--- config.mk ---
export PLATFORM = sky130hd
export DESIGN_NAME = q_8_41_controller_flat
export DESIGN_NICKNAME = d
export VERILOG_FILES = /design/src/rtl/q_8_41_pkg.sv /design/src/rtl/q_8_41_if.sv /design/src/rtl/q_8_41_controller.sv /design/src/flat_wrapper.sv
export SDC_FILE = /design/constraint.sdc
export NUM_CORES = 1
export LEC_CHECK = 0
export ABC_AREA = 1
export ABC_CLOCK_PERIOD_IN_PS = 1150
export BUFFER_PORTS_ARGS = -buffer_cell sky130_fd_sc_hd__clkbuf_2
export CAP_MARGIN = 20
export CORE_AREA = 2 2 39 41
export DETAILED_ROUTE_END_ITERATION = 7
export DIE_AREA = 0 0 41 43
export GPL_ROUTABILITY_DRIVEN = 0
export GPL_TIMING_DRIVEN = 1
export SLEW_MARGIN = 20
export SYNTH_ARGS = -nofsm -noshare
export SYNTH_HDL_FRONTEND = slang
export SYNTH_SLANG_ARGS = --single-unit
export TNS_END_PERCENT = 100
--- constraint.sdc ---
create_clock -name clk -period 1.15 [get_ports clk]
set_input_delay 0.0575 -clock clk [delete_from_list [all_inputs] [get_ports clk]]
set_output_delay 0.0575 -clock clk [all_outputs]
set_load 0.01 [all_outputs]
--- src/rtl/q_8_41_pkg.sv ---
`default_nettype none
// ============================================================================
//  Module   : q_8_41_pkg
//  Purpose  : Shared types and constants for the q_8_41 decimator control unit
//  Revision : 1.0 - initial release
// ============================================================================
package q_8_41_pkg;

  // Byte in, packed word out
  localparam int DATA_W = 8;
  localparam int WORD_W = 16;

  // Controller sequencing states
  typedef enum logic [2:0] {
    IDLE  = 3'd0,
    CLEAR = 3'd1,
    FILL0 = 3'd2,
    FILL1 = 3'd3,
    PACK  = 3'd4
  } state_t;

  // True in the two states that accept a byte from the handshake
  function automatic logic is_fill(input state_t s);
    return (s == FILL0) || (s == FILL1);
  endfunction

endpackage
`default_nettype wire

--- src/rtl/q_8_41_if.sv ---
`default_nettype none
// ============================================================================
//  Module   : q_8_41_if
//  Purpose  : Byte handshake, datapath strobes and frame status of the
//             q_8_41 controller
//  Revision : 1.0 - initial release
// ============================================================================
interface q_8_41_if;
  logic start;
  logic in_valid;
  logic in_ready;
  logic clr_P1_P0;
  logic load_P1_P0;
  logic load_R0;
  logic out_valid;
  logic busy;
  logic done;

  // Requester side: issues frames and offers bytes
  modport master (
    output start, in_valid,
    input  in_ready, clr_P1_P0, load_P1_P0, load_R0, out_valid, busy, done
  );

  // Controller side: accepts bytes and drives the datapath strobes
  modport slave (
    input  start, in_valid,
    output in_ready, clr_P1_P0, load_P1_P0, load_R0, out_valid, busy, done
  );
endinterface
`default_nettype wire

--- src/rtl/q_8_41_controller.sv ---
`default_nettype none
// ============================================================================
//  Module   : q_8_41_controller
//  Purpose  : Sequences the q_8_41 packing datapath: clears P1/P0, loads two
//             bytes per word over a valid/ready handshake, then loads R0.
//             One frame of WORDS words is processed per start pulse.
//  Revision : 1.0 - initial release
// ============================================================================
module q_8_41_controller
  import q_8_41_pkg::*;
#(
  parameter int WORDS = 4
) (
  input  wire logic clk,
  input  wire logic rst,
  q_8_41_if.slave   bus
);

  localparam int CNT_W = $clog2(WORDS + 1);
  localparam logic [CNT_W-1:0] LAST_WORD = CNT_W'(WORDS - 1);

  state_t           state_q, state_d;
  logic [CNT_W-1:0] cnt_q, cnt_d;
  logic             out_valid_q;
  logic             done_q;

  logic w_clr;
  logic w_ready;
  logic w_load_p;
  logic w_load_r0;
  logic w_last;

  assign w_last = (cnt_q == LAST_WORD);

  // Next-state, word counter and combinational strobes from the current state
  always_comb begin
    state_d   = state_q;
    cnt_d     = cnt_q;
    w_clr     = 1'b0;
    w_load_r0 = 1'b0;
    w_ready   = is_fill(state_q);
    w_load_p  = is_fill(state_q) && bus.in_valid;
    case (state_q)
      IDLE: begin
        cnt_d = '0;
        if (bus.start) state_d = CLEAR;
      end
      CLEAR: begin
        w_clr   = 1'b1;
        state_d = FILL0;
      end
      FILL0: begin
        if (bus.in_valid) state_d = FILL1;
      end
      FILL1: begin
        if (bus.in_valid) state_d = PACK;
      end
      PACK: begin
        w_load_r0 = 1'b1;
        // Compare before incrementing so the counter never wraps
        if (w_last) begin
          state_d = IDLE;
        end else begin
          cnt_d   = cnt_q + CNT_W'(1);
          state_d = FILL0;
        end
      end
      default: state_d = IDLE;
    endcase
  end

  // State, counter and registered status pulses; reset cancels pending pulses
  always_ff @(posedge clk or posedge rst) begin
    if (rst) begin
      state_q     <= IDLE;
      cnt_q       <= '0;
      out_valid_q <= 1'b0;
      done_q      <= 1'b0;
    end else begin
      state_q     <= state_d;
      cnt_q       <= cnt_d;
      out_valid_q <= w_load_r0;
      done_q      <= w_load_r0 && w_last;
    end
  end

  assign bus.in_ready   = w_ready;
  assign bus.clr_P1_P0  = w_clr;
  assign bus.load_P1_P0 = w_load_p;
  assign bus.load_R0    = w_load_r0;
  assign bus.out_valid  = out_valid_q;
  assign bus.done       = done_q;
  assign bus.busy       = (state_q != IDLE);

endmodule
`default_nettype wire

--- src/flat_wrapper.sv ---
// flat-port wrapper written by rule: the top's interface ports become plain ports
module q_8_41_controller_flat import q_8_41_pkg::*;
#(
  parameter int WORDS = 4
)
  (clk, rst, bus_start, bus_in_valid, bus_in_ready, bus_clr_P1_P0, bus_load_P1_P0, bus_load_R0, bus_out_valid, bus_busy, bus_done);
  q_8_41_if bus_i ();
  input  wire logic clk;
  input  wire logic rst;
  input wire logic [$bits(bus_i.start)-1:0] bus_start;
  input wire logic [$bits(bus_i.in_valid)-1:0] bus_in_valid;
  output wire logic [$bits(bus_i.in_ready)-1:0] bus_in_ready;
  output wire logic [$bits(bus_i.clr_P1_P0)-1:0] bus_clr_P1_P0;
  output wire logic [$bits(bus_i.load_P1_P0)-1:0] bus_load_P1_P0;
  output wire logic [$bits(bus_i.load_R0)-1:0] bus_load_R0;
  output wire logic [$bits(bus_i.out_valid)-1:0] bus_out_valid;
  output wire logic [$bits(bus_i.busy)-1:0] bus_busy;
  output wire logic [$bits(bus_i.done)-1:0] bus_done;
  assign bus_i.start = bus_start;
  assign bus_i.in_valid = bus_in_valid;
  assign bus_in_ready = bus_i.in_ready;
  assign bus_clr_P1_P0 = bus_i.clr_P1_P0;
  assign bus_load_P1_P0 = bus_i.load_P1_P0;
  assign bus_load_R0 = bus_i.load_R0;
  assign bus_out_valid = bus_i.out_valid;
  assign bus_busy = bus_i.busy;
  assign bus_done = bus_i.done;
  q_8_41_controller #(.WORDS(WORDS)) u_core (.clk(clk), .rst(rst), .bus(bus_i));
endmodule
==> results.json <==
{
  "ys_types": 14,
  "ys_warn_count": 0,
  "routed_wirelength_um": 906,
  "hold_ws_ns": 0.0987,
  "first_pass_iters": 4,
  "grt_pass1_wl_mm": 1.65,
  "timing_hold_violations_final": 0,
  "dr_total_vias": 394,
  "grt_max_degree": 9,
  "r2r-start": "u_core.cnt_q[1]",
  "r2r_setup_slack_ns": 0.01,
  "combPwrFrac": 0.599,
  "drt-initial-drc-count": 5,
  "dieHeight_um": 43,
  "setup_viol": 4,
  "criticalPathCategory": "register to output port",
  "cts.sinks": 8,
  "final_nets": 83,
  "cts_root_buf": "clkbuf_4",
  "syn_to_final_growth_pct": 69.6,
  "fin_ws_ns": -0.0259,
  "slew_viol_final": 0,
  "cp_common_cell": "nor2_2",
  "peakVddDrop_uv": 955,
  "cts_tree": "done",
  "grt_use_met2": 0.200,
  "clkTransAtPathRegs_ns": 0.05,
  "stdcell_count": 91,
  "ys_ff_latch": 8,
  "grt_busiest_layer": "met2",
  "path_max_fanout": 4,
  "use_met3": 0.0314,
  "status": "finished, violations left",
  "wl_per_cell_um": 9.96,
  "finClkSkew_ns": 0.000604,
  "fmax_ghz": 0.850,
  "worstMarginPinSlew_ns": 0.326,
  "crit_buf_inv": 2,
  "cts_inserted_buffers": 3,
  "vias_per_cell": 4.33,
  "place_inst": 79,
  "r2r-end": "u_core.cnt_q[0]",
  "critPathMaxStageDelay_ns": 0.44,
  "die_w_um": 41,
  "start_util": 0.295,
  "synth_fp_nets": 55,
  "min_path_type": "input port to register",
  "start_kind": "register",
  "p_switching_w": 0.000735,
  "met1_usage": 0.184,
  "timing.max_cap.violations": 0,
  "grt_use_total": 0.142,
  "p_clk_frac": 0.127,
  "nFillCells": 132,
  "diodes": 0,
  "core.rowCount": 14,
  "seq_area_frac_synth": 0.491,
  "grt_overflow_total": 0,
  "p_seq_frac": 0.274,
  "crit_arrival_ns": 1.12,
  "first_global_vias": 417,
  "ioPinCount": 11,
  "maxSlewHeadroom": 0.783,
  "syn_avg_cell_area_um2": 8.32,
  "core-area_um2": 1380,
  "clk_latency_ns": 0.25,
  "antenna_found_initial": 0,
  "drc_errors": 0,
  "worstSetupEndpointType": "output port",
  "p_int_w": 0.000962,
  "reg2regPathDepth": 6,
  "min_to": "u_core.state_q[0]",
  "worstPathRequired_ns": 1.09,
  "h-tree-depth": 1,
  "layout-drive-gt1-share": 0.667,
  "synth_area_um2": 408,
  "cp_top_family": "flip-flops",
  "synth_cells": 49,
  "period_needed_ns": 1.18,
  "port_buffers": 10,
  "swShare": 0.433,
  "hp-start": "bus_in_valid",
  "slowest_stage": "dfrtp_2",
  "grt_setup_unrepaired": "yes",
  "clk_path_buf_depth": 2,
  "die_area_um2": 1760,
  "ant_nets": 0,
  "leakagePower_nw": 0.361,
  "dpl.hpwl_um": 636,
  "holdPathStages": 3,
  "fin_crit_sh": 1.02,
  "violations": "setup timing",
  "path_cells": "nor2_2, inv_2, nor2_2, buf_2",
  "p_per_area_nw_per_um2": 2450
}
-- registers in the layout (all words and copies together), names as in the netlist --
register / count
u_core.bus.out_valid: 1
u_core.cnt_q: 3
u_core.bus.done: 1
u_core.state_q: 3
-- through the flow --
stage	worst slack [ns]	power, W	area (um^2)	setup TNS [ns]	utilization
4_1_cts	-0.0321	0.00159	653	-0.0548	0.472
5_1_grt	-0.0932	0.00184	692	-0.514	0.500
6_report	-0.0259	0.00170	692	-0.0766	0.500
3_3_place_gp	-0.0286	0.00114	553	-0.0408	0.400
2_1_floorplan	0.00763	0.000894	453	0	-
3_5_place_dp	-0.0439	0.00113	553	-0.0815	0.400
-- tightest hold or removal path, delay by kind of cell --
family	cells	cell delay (ns)
simple gates	1	0.09
buf+inv	1	0.10
compound gates	1	0.06
-- layout by cell type (no fill, tap or decap) --
cell type,count
inv_1,7
ha_4,1
o21ai_2,1
buf_2,2
nor3_1,2
nand2_1,3
nand3_4,2
inv_4,1
nor2_1,2
dfrtp_2,2
nand2_2,2
nor2_2,3
nand3_1,2
nor2_4,2
o21ai_1,2
nand3_2,4
dfrtp_1,6
dlygate4sd3_1,1
clkbuf_4,3
ha_2,1
nand2_4,2
buf_4,12
clkbuf_2,8
inv_2,4
-- synth_stat cells --
| master | instances | area, um^2 |
|---|---|---|
| ha_1 | 2 | 25.0 |
| inv_2 | 1 | 3.75 |
| inv_1 | 11 | 41.3 |
| nand2_1 | 5 | 18.8 |
| dfrtp_1 | 8 | 200 |
| nand3_2 | 1 | 10.0 |
| nand3_1 | 7 | 35.0 |
| nor2_1 | 5 | 18.8 |
| nor2_4 | 1 | 11.3 |
| o21ai_1 | 2 | 10.0 |
| o21ai_0 | 1 | 5.00 |
| nor3_1 | 2 | 10.0 |
| nor2_2 | 1 | 6.26 |
| nand2_2 | 2 | 12.5 |
-- final cells by class --
class / count / area (um^2) / share of cell area
clock buffer: 3 / 22.5 / 0.0325
inverter: 12 / 47.5 / 0.0687
multi-input combinational: 29 / 249 / 0.360
sequential: 8 / 203 / 0.293
tap: 16 / 20.0 / 0.0289
timing repair buffer: 23 / 150 / 0.217
-- power by group through the flow --
stage          sequential (W)  combinational (W)  clock [W]
6_report             0.000466            0.00102   0.000215
5_1_grt              0.000471            0.00113   0.000240
4_1_cts              0.000461           0.000903   0.000225
3_5_place_dp         0.000440           0.000693          0
3_3_place_gp         0.000437           0.000701          0
2_1_floorplan        0.000440           0.000454          0
-- worst max path at each step --
stage,slack (ns),start,endpoint,depth (start not counted)
2_1_floorplan,0.008,u_core.cnt_q[0],u_core.cnt_q[0],6
3_3_place_gp,-0.03,u_core.cnt_q[1],u_core.cnt_q[0],6
4_1_cts,-0.03,u_core.state_q[0],bus_load_R0,4
3_5_place_dp,-0.04,u_core.cnt_q[1],u_core.cnt_q[0],6
6_report,-0.03,u_core.state_q[0],bus_load_R0,4
5_1_grt,-0.09,u_core.state_q[1],bus_load_P1_P0,5
-- repair_timing --
action | CTS | global route
endpoints found under the hold margin | 8 | 0
hold buffers | 1 | 0
pin swaps | 7 | 7
buffers inserted | 7 | 1
setup endpoints to repair | 8 | 10
resized for setup | 8 | 11
-- cells by family (layout without fill, tap and decap cells) --
logic type	Yosys count	after routing	synth area share
simple gates	24	24	0.301
compound gates	3	3	0.0368
buf+inv	12	38	0.110
fa+ha+maj	2	2	0.0613
flops	8	8	0.491
-- routing by layer --
layer	routed length [um]	part of all wire
met1	427	0.47
met2	435	0.48
met5	0	0
met4	14	0.015
met3	28	0.031
(Power assumes the default switching activity.)
